`config.mk`:
```
export PLATFORM = sky130hd
export DESIGN_NAME = sobel_frame_ctrl
export DESIGN_NICKNAME = d
export VERILOG_FILES = /design/src/rtl/sobel_pkg.sv /design/src/rtl/sobel_pos_cnt.sv /design/src/rtl/sobel_frame_ctrl.sv
export SDC_FILE = /design/constraint.sdc
export NUM_CORES = 1
export LEC_CHECK = 0
export ABC_AREA = 1
export CORE_ASPECT_RATIO = 1.75
export CORE_UTILIZATION = 46
export DETAILED_ROUTE_END_ITERATION = 10
export PLACE_DENSITY = 0.92
export REMOVE_ABC_BUFFERS = 1
export SKIP_LAST_GASP = 1
export SLEW_MARGIN = 20
export SYNTH_ARGS = -nofsm -noshare
export SYNTH_HDL_FRONTEND = slang
export SYNTH_SLANG_ARGS = --single-unit
```
`constraint.sdc`:
```
create_clock -name ACLK -period 3.8 [get_ports ACLK]
set_clock_uncertainty 0.15 [all_clocks]
set_input_delay 0.57 -clock ACLK [delete_from_list [all_inputs] [get_ports ACLK]]
set_output_delay 0.57 -clock ACLK [all_outputs]
set_load 0.005 [all_outputs]
```
`src/rtl/sobel_pkg.sv`:
```
`default_nettype none
// +------------------------------------------------------------------+
// | sobel_pkg : shared defaults, FSM encoding, width helper  rev 1.0 |
// +------------------------------------------------------------------+
package sobel_pkg;

  localparam int IMG_W_DEF = 128;
  localparam int IMG_H_DEF = 128;
  localparam int OUT_W     = 32;

  typedef enum logic [1:0] {
    ST_ACCEPT   = 2'd0,
    ST_WAIT_RES = 2'd1,
    ST_EMIT_GX  = 2'd2,
    ST_EMIT_GY  = 2'd3
  } state_e;

  // Counter width able to hold 0..n-1, never narrower than one bit.
  function automatic int cnt_width(input int n);
    return (n <= 2) ? 1 : $clog2(n);
  endfunction

endpackage
`default_nettype wire

```
`src/rtl/sobel_pos_cnt.sv`:
```
`default_nettype none
// +------------------------------------------------------------------+
// | sobel_pos_cnt : raster row/col position with window flags rev 1.0|
// +------------------------------------------------------------------+
module sobel_pos_cnt
  import sobel_pkg::*;
#(
  parameter int IMG_W = IMG_W_DEF,
  parameter int IMG_H = IMG_H_DEF
) (
  input  logic clk_i,
  input  logic rst_i,
  input  logic en_i,
  input  logic clr_i,
  output logic last_o,
  output logic win_o
);

  localparam int COL_W = cnt_width(IMG_W);
  localparam int ROW_W = cnt_width(IMG_H);
  localparam logic [COL_W-1:0] COL_MAX = COL_W'(IMG_W - 1);
  localparam logic [ROW_W-1:0] ROW_MAX = ROW_W'(IMG_H - 1);

  logic [COL_W-1:0] col_q, col_d;
  logic [ROW_W-1:0] row_q, row_d;
  logic             col_end, row_end;

  assign col_end = (col_q == COL_MAX);
  assign row_end = (row_q == ROW_MAX);
  // Flags describe the pixel currently being offered, before it advances.
  assign last_o  = col_end && row_end;
  assign win_o   = (row_q >= ROW_W'(2)) && (col_q >= COL_W'(2));

  always_comb begin
    col_d = col_q;
    row_d = row_q;
    if (clr_i) begin
      col_d = '0;
      row_d = '0;
    end else if (en_i) begin
      if (col_end) begin
        col_d = '0;
        row_d = row_end ? '0 : row_q + 1'b1;
      end else begin
        col_d = col_q + 1'b1;
      end
    end
  end

  always_ff @(posedge clk_i) begin
    if (rst_i) begin
      col_q <= '0;
      row_q <= '0;
    end else begin
      col_q <= col_d;
      row_q <= row_d;
    end
  end

endmodule
`default_nettype wire

```
`src/rtl/sobel_frame_ctrl.sv`:
```
`default_nettype none
// +------------------------------------------------------------------+
// | sobel_frame_ctrl : AXIS pixel-in / gradient-out frame FSM rev 1.0|
// +------------------------------------------------------------------+
module sobel_frame_ctrl
  import sobel_pkg::*;
#(
  parameter int IMG_W = IMG_W_DEF,
  parameter int IMG_H = IMG_H_DEF
) (
  input  logic             ACLK,
  input  logic             ARESET,
  input  logic             S_AXIS_TVALID,
  input  logic [31:0]      S_AXIS_TDATA,
  input  logic             S_AXIS_TLAST,
  output logic             S_AXIS_TREADY,
  output logic             PIX_WE,
  output logic [7:0]       PIX_DATA,
  output logic             WIN_VALID,
  input  logic             RES_VALID,
  input  logic [7:0]       GX,
  input  logic [7:0]       GY,
  output logic             M_AXIS_TVALID,
  output logic [OUT_W-1:0] M_AXIS_TDATA,
  output logic             M_AXIS_TLAST,
  input  logic             M_AXIS_TREADY,
  output logic             FRAME_DONE,
  output logic             FRAME_ERR
);

  state_e     state_q, state_d;
  logic       in_hs, cnt_clr, pos_last, pos_win;
  logic       pix_we_q, win_valid_q, last_win_q, frame_done_q, frame_err_q;
  logic [7:0] pix_data_q, gx_q, gy_q;
  logic       unused_tdata;

  assign unused_tdata = ^S_AXIS_TDATA[31:8];
  assign in_hs        = S_AXIS_TVALID && S_AXIS_TREADY;
  // Early TLAST restarts the raster so the next pixel is (0,0).
  assign cnt_clr      = in_hs && S_AXIS_TLAST && !pos_last;

  sobel_pos_cnt #(.IMG_W(IMG_W), .IMG_H(IMG_H)) u_pos (
    .clk_i  (ACLK),
    .rst_i  (ARESET),
    .en_i   (in_hs),
    .clr_i  (cnt_clr),
    .last_o (pos_last),
    .win_o  (pos_win)
  );

  always_ff @(posedge ACLK) begin
    if (ARESET) state_q <= ST_ACCEPT;
    else        state_q <= state_d;
  end

  always_comb begin
    state_d       = state_q;
    S_AXIS_TREADY = 1'b0;
    M_AXIS_TVALID = 1'b0;
    M_AXIS_TDATA  = {24'b0, gx_q};
    M_AXIS_TLAST  = 1'b0;
    case (state_q)
      ST_ACCEPT: begin
        S_AXIS_TREADY = !ARESET;
        if (S_AXIS_TVALID && !ARESET && pos_win) state_d = ST_WAIT_RES;
      end
      ST_WAIT_RES: if (RES_VALID) state_d = ST_EMIT_GX;
      ST_EMIT_GX: begin
        M_AXIS_TVALID = 1'b1;
        if (M_AXIS_TREADY) state_d = ST_EMIT_GY;
      end
      ST_EMIT_GY: begin
        M_AXIS_TVALID = 1'b1;
        M_AXIS_TDATA  = {24'b0, gy_q};
        M_AXIS_TLAST  = last_win_q;
        if (M_AXIS_TREADY) state_d = ST_ACCEPT;
      end
      default: state_d = ST_ACCEPT;
    endcase
  end

  always_ff @(posedge ACLK) begin
    if (ARESET) begin
      pix_we_q     <= 1'b0;
      win_valid_q  <= 1'b0;
      pix_data_q   <= '0;
      last_win_q   <= 1'b0;
      gx_q         <= '0;
      gy_q         <= '0;
      frame_done_q <= 1'b0;
      frame_err_q  <= 1'b0;
    end else begin
      pix_we_q     <= in_hs;
      win_valid_q  <= in_hs && pos_win;
      frame_done_q <= (state_q == ST_EMIT_GY) && M_AXIS_TREADY && last_win_q;
      if (in_hs) pix_data_q <= S_AXIS_TDATA[7:0];
      if (in_hs && pos_win) last_win_q <= pos_last;
      if ((state_q == ST_WAIT_RES) && RES_VALID) begin
        gx_q <= GX;
        gy_q <= GY;
      end
      if (in_hs && (S_AXIS_TLAST != pos_last)) frame_err_q <= 1'b1;
    end
  end

  assign PIX_WE     = pix_we_q;
  assign PIX_DATA   = pix_data_q;
  assign WIN_VALID  = win_valid_q;
  assign FRAME_DONE = frame_done_q;
  assign FRAME_ERR  = frame_err_q;

endmodule
`default_nettype wire

```
==> results of run 1 <==
==> routing by layer <==
metal | wire length (µm) | global-route usage
met4 | 99 | 0.0874
met3 | 268 | 0.0413
met1 | 1770 | 0.170
met5 | 0 | 0
met2 | 2580 | 0.346
==> Yosys cell counts, types with 2 or more instances <==
library cell  count  area [µm²]
ha_1              9         113
clkbuf_1          3        11.3
nand2_4           3        33.8
inv_2             5        18.8
nand3_1          19        95.1
o21ai_0          17        85.1
dfxtp_1          45         901
a21oi_1          11        55.1
buf_2             4        20.0
nand2_1          70         263
buf_4            24         180
or2_2             2        12.5
nor2_1           48         180
inv_1            26        97.6
nor2_2            7        43.8
nor3_1            3        15.0
xor2_1            6        52.6
nand2_2           4        25.0
==> power groups by stage <==
stage	sequential, mW	combinational (mW)	clock (mW)
final	0.577	0.430	0.361
after global routing	0.587	0.490	0.383
after CTS	0.577	0.435	0.363
after detailed placement	0.588	0.432	0
after global placement	0.584	0.420	0
after floorplan	0.582	0.252	0
==> area by class of cell <==
| type | instances | area (µm²) |
|---|---|---|
| clock buffers | 6 | 72.6 |
| clock inverters | 2 | 38.8 |
| fillers | 422 | 2010 |
| inverters | 33 | 125 |
| multi-input cells | 237 | 1190 |
| flip-flops and latches | 45 | 901 |
| well taps | 54 | 67.6 |
| repair buffers | 53 | 528 |
==> kinds of logic after synthesis <==
| kind of cell | after synthesis | synth area share |
|---|---|---|
| buffers and inverters | 65 | 0.145 |
| DFF | 45 | 0.384 |
| and+or+nand+nor | 166 | 0.327 |
| xor gates and xnor gates | 6 | 0.0224 |
| other | 1 | 0.00160 |
| AOI/OAI and AO/OA | 32 | 0.0720 |
| adders and majority gates | 9 | 0.0480 |
==> flip-flops by register name, indices dropped and copies added (netlist names) <==
signal and count:
last_win_q 1, state_q 2, u_pos.row_q 7, WIN_VALID 1, PIX_DATA 8, u_pos.col_q 7
PIX_WE 1, FRAME_DONE 1, gx_q 8, gy_q 8, FRAME_ERR 1
==> worst max-delay path: cells and delay by family (launching register included) <==
kind | cells | cell delay [ns]
buf+inv | 2 | 0.71
flops | 1 | 0.39
fa+ha+maj | 1 | 0.44
simple gates | 2 | 0.17
==> worst paths after layout <==
check / from / endpoint / slack, ns / cells after the start
max: state_q[0]$_SDFFE_PP0P_ / M_AXIS_TDATA[3] / 1.07 / 5
min: PIX_DATA[7]$_SDFFE_PP0P_ / PIX_DATA[7]$_SDFFE_PP0P_ / 0.32 / 2
max reg2reg: state_q[0]$_SDFFE_PP0P_ / u_pos.row_q[1]$_SDFFE_PP0P_ / 1.85 / 9
min reg2reg: PIX_DATA[7]$_SDFFE_PP0P_ / PIX_DATA[7]$_SDFFE_PP0P_ / 0.32 / 2
==> summary.md, run 1 <==
| Metric | Value |
|---|---|
| Crit path kind | reg -> out |
| Die Y | 96.5 µm |
| Final min period | approximately 2.7 ns |
| Global route overflow | 0 |
| Clk sinks | 45 |
| Crit. End Element | output pin |
| Die Wd | 56.0 µm |
| P_leak | roughly 1.3 nW |
| Most common cell after layout, fill and taps aside | nand2_1 |
| Peak VDD IR | 0.508 mV |
| Total power | 1.37 mW |
| Clk pwr share | 0.264 |
| Synth warn | 0 |
| Final Hold Viols | 0 |
| Clk_lat worst skew | 0.30 ns |
| Post-Layout Cell Count | 430 |
| Sw Share | 0.315 |
| Hold buffer count at cts | 0 |
| Number of synthesized flops with an enable pin | 0 |
| Status | completed |
| Clk slew on worst S/H paths | 0.08 ns |
| Num ports | 101 |
| DRC Markers | 0 |
| Root buf cell | clkbuf_8 |
| First-pass GRT wire length | 7660 µm |
| Crit-path cells | ha_1 -> inv_1 -> nand2_1 -> nand2_1 -> clkdlybuf4s50_1 |
| Sequential share of the synthesized area | 0.384 |
| Maxcap violations | 0 |
| Final setup TNS | 0 ns |
| Power Density | 468 nW/µm² |
| Vias | roughly 2100 |
| CTS Buf Count | 5 |
| Vias in the first global route | just under 2000 |
| Worst path slowest cell | clkdlybuf4s50_1 |
| Post-route ant nets | 0 |
| Drt total wl | 4720 µm |
| N_diodes | 0 |
| Mapped cell area | roughly 2300 µm² |
| Hold Path Class | reg -> reg |
| Slew HR | 0.664 |
| Detail Placement HPWL | 3500 µm |
| Htree depth | 2 |
| Least-Margin Pin Slew | 0.503 ns |
| Fin. max-slew vios | 0 |
| Port Buffers | 52 |
| Top cell by count, worst path | nand2_1 |
| Avg Synthesized Cell Area | 7.24 µm² |
| Psw | 0.431 mW |
| Setup Buffers After CTS | 0 |
| Asr flop ratio synth | 0 |
| Total die area | 5400 µm² |
| Post-Synthesis Cells | between 300 and 400 |
| Initial cell density of the core | 0.475 |
| Post-Place Cells | 422 |
| Post-route cell area | 2920 µm² |
| Int Power | approximately 0.94 mW |
| Final Cycle Share | 0.719 |
| Via/cell ratio | 4.85 |
| RSZ-0062 raised after global routing | false |
| CTS tree | yes |
| Post-DP Area | 2810 µm² |
| Share of cells above drive strength 1 | 0.0957 |
| Most frequent cells in the layout | nand2_1 (70), clkdlybuf4s50_1 (52), nor2_1 (48) |
| Crit path arrival time | around 2 ns |
| Core area | 4930 µm² |
| DR WL/cell | 11.0 µm |
| Critical Path RT | approximately 3.1 ns |
| Max Root-Sink Buffers | 2 |
| Unique masters post-synth | 36 |
| Routability cong. | 0.827 |
| Comb pwr share | 0.314 |
| Final setup viols | 0 |
| Synthesis-to-layout area growth | 24.6% |
| 1st-iter DRT viols | 85 |
| Slowest cell delay on critical path | 0.45 ns |
| Crit start category | register |
| Pin count of the biggest net entering global routing | 29 |
| DRT Pass-1 Iters | 5 |
| Main synth FF type | dfxtp_1 |
| NumNets Final | 438 |
| Seq pwr share | 0.422 |
| Fin worst setup slack | 1.07 ns |
| Dpl ws | ~1.2 ns |
| GRT Resource Usage Total | 0.177 |
| Hold slack | 0.322 ns |
| Fmax | 366 MHz |
| Final Util | 0.593 |
| Initial antenna violation count | 0 |
| Worst-path maximum fanout | 11 |
| Cell Rows | 34 |
| Flops & latches, synth | 45 |
| CTS resizes | 0 |
No activity file was read; power rests on OpenSTA's default activity.
==> inputs of run 2 (changes only) <==
--- a/config.mk
+++ b/config.mk
@@ -7,9 +7,9 @@
 export LEC_CHECK = 0
 export ABC_AREA = 1
 export CORE_ASPECT_RATIO = 1.75
-export CORE_UTILIZATION = 46
+export CORE_UTILIZATION = 42
 export DETAILED_ROUTE_END_ITERATION = 10
-export PLACE_DENSITY = 0.92
+export PLACE_DENSITY = 0.86
 export REMOVE_ABC_BUFFERS = 1
 export SKIP_LAST_GASP = 1
 export SLEW_MARGIN = 20
==> constraint.sdc (replaced) <==
create_clock -name ACLK -period 2.6 [get_ports ACLK]
set_clock_uncertainty 0.15 [all_clocks]
set_input_delay 0.39 -clock ACLK [delete_from_list [all_inputs] [get_ports ACLK]]
set_output_delay 0.39 -clock ACLK [all_outputs]
set_load 0.005 [all_outputs]
==> run 2 against run 1 <==
Compared with the run above:
- sequential share of layout area is 0.18 points lower
- clock-buffer cell count decreased by 1
- hold slack got worse by 0.0034 ns
- non-clock buffer count grew 1
- critical path depth unchanged
- power up 40%
- global-route usage down 0.60 points
- die area is 9.2% higher
- design area increased by 0.60%
- routed wire length up 1.9%
- critical path type unchanged
- largest cell class unchanged
- highest routed layer unchanged
==> summary.md, run 2 (synthesis results as in run 1) <==
| Metric | Value |
|---|---|
| Post-route cell area | 2940 µm² (+0.60%) |
| Root buf cell | clkbuf_8 |
| Total die area | 5900 µm² (+9.2%) |
| Num ports | 101 (unchanged) |
| N_diodes | 0 (unchanged) |
| Die Y | 101 µm (+4.6%) |
| GRT Resource Usage Total | 0.171 (-0.00602) |
| Slowest cell delay on critical path | 0.44 ns (about the same) |
| First-pass GRT wire length | 7840 µm (+2.3%) |
| Power Density | 652 nW/µm² (+39%) |
| Final Hold Viols | 0 (unchanged) |
| Via/cell ratio | 4.52 (-6.7%) |
| Fin. max-slew vios | 0 (unchanged) |
| Htree depth | 2 (unchanged) |
| Crit-path cells | ha_2 -> inv_1 -> nand2_1 -> nand2_1 -> clkdlybuf4s50_1 |
| Maxcap violations | 0 (unchanged) |
| DRT Pass-1 Iters | 4 (-1) |
| Final min period | roughly 2.3 ns |
| Initial antenna violation count | 0 (unchanged) |
| Reg2reg path depth | 11 (+2) |
| Worst path slowest cell | clkdlybuf4s50_1 |
| Fmax | 426 MHz |
| Die Wd | 58.5 µm (+4.5%) |
| Final Util | 0.555 (-0.0374) |
| Clk sinks | 45 (unchanged) |
| Clk_lat worst skew | 0.30 ns (about the same) |
| Drt total wl | 4810 µm (+1.9%) |
| Post-route ant nets | 0 (unchanged) |
| Vias | 2040 (-2.1%) |
| DRC Markers | 0 (unchanged) |
| CTS Buf Count | 5 (unchanged) |
| Hold depth | 2 (unchanged) |
| Core area | 5300 µm² (+7.4%) |
| Crit. End Element | output pin |
| Final setup viols | 0 (unchanged) |
| Initial cell density of the core | 0.443 (-0.0327) |
| Final setup TNS | 0 ns (unchanged) |
| Routability cong. | 0.780 (-5.7%) |
| Worst-path maximum fanout | 11 (unchanged) |
| Port Buffers | 52 (unchanged) |
| NumNets Final | 439 (+0.23%) |
| Vias in the first global route | 1863 (-3.9%) |
| DR WL/cell | 10.7 µm (-2.8%) |
| Status | completed |
| Cell Rows | 35 (+2.9%) |
| 1st-iter DRT viols | 57 (-33%) |
| Crit start category | register |
| Hold Path Class | reg -> reg |
| Share of cells above drive strength 1 | 0.103 (+0.00770) |
| Post-DP Area | 2850 µm² (+1.2%) |
| Worst R2R Setup Slack | 0.68 ns (-1.17 ns) |
| Crit path arrival time | 1.80 ns (-0.21 ns) |
| Critical Path RT | 2.06 ns (-1.02 ns) |
| Global route overflow | 0 (unchanged) |
| Peak VDD IR | 0.372 mV (-27%) |
| Hold slack | 0.319 ns (-0.00344 ns) |
| Most common cell after layout, fill and taps aside | nand2_1 |
| Final Cycle Share | 0.902 |
| CTS tree | yes |
| Top cell by count, worst path | nand2_1 |
| RSZ-0062 raised after global routing | false |
| Max Root-Sink Buffers | 2 (unchanged) |
| Pin count of the biggest net entering global routing | 18 (-38%) |
| Total power | 1.92 mW (+40%) |
| Detail Placement HPWL | 3680 µm (+5.2%) |
| Clk slew on worst S/H paths | 0.09 ns (about the same) |
| P_leak | 1.29 nW (-0.65%) |
| Crit path kind | reg -> out |
| Most frequent cells in the layout | nand2_1 (70), clkdlybuf4s50_1 (52), nor2_1 (48) |
| Synthesis-to-layout area growth | 25.4% |
[run 2: what timing repair did]
action                     4_1_cts  5_1_grt
hold buffers                     0        0
setup endpoints to repair        0        8
resized for setup                0        1
setup buffers                    0        0
[run 2: critical path: cells and delay by family, from the launching register on]
kind,cells,cell delay [ns]
adder cells (fa/ha/maj),1,0.33
AND/OR/NAND/NOR,2,0.15
flip-flops,1,0.40
buffers and inverters,2,0.63
[run 2: area by class of cell]
class | instances | area, µm²
tap | 74 | 92.6
timing repair buffer | 54 | 536
inverter | 33 | 125
multi-input combinational | 237 | 1190
clock inverter | 3 | 25.0
clock buffer | 5 | 68.8
sequential | 45 | 901
fill | 523 | 2360
[run 2: power by group]
group,switching (mW),internal [mW]
combinational,0.329,0.297
sequential,0.0568,0.786
clock,0.254,0.194
[run 2: per-stage QoR]
step	setup slack (ns)	instances
6_report	0.255	451
5_1_grt	0.119	451
4_1_cts	0.0717	451
3_5_place_dp	0.367	443
3_3_place_gp	0.394	443
2_1_floorplan	0.914	315
[run 2: worst paths after layout]
check                            from                           to
min reg2reg  PIX_DATA[7]$_SDFFE_PP0P_     PIX_DATA[7]$_SDFFE_PP0P_
max reg2reg   state_q[0]$_SDFFE_PP0P_  u_pos.row_q[4]$_SDFFE_PP0P_
min          PIX_DATA[7]$_SDFFE_PP0P_     PIX_DATA[7]$_SDFFE_PP0P_
max           state_q[0]$_SDFFE_PP0P_              M_AXIS_TDATA[2]
[run 2: metal layers]
| metal | GRT usage | share of wire |
|---|---|---|
| met5 | 0 | 0 |
| met4 | 0.0604 | 0.016 |
| met3 | 0.0321 | 0.045 |
| met2 | 0.332 | 0.55 |
| met1 | 0.174 | 0.39 |
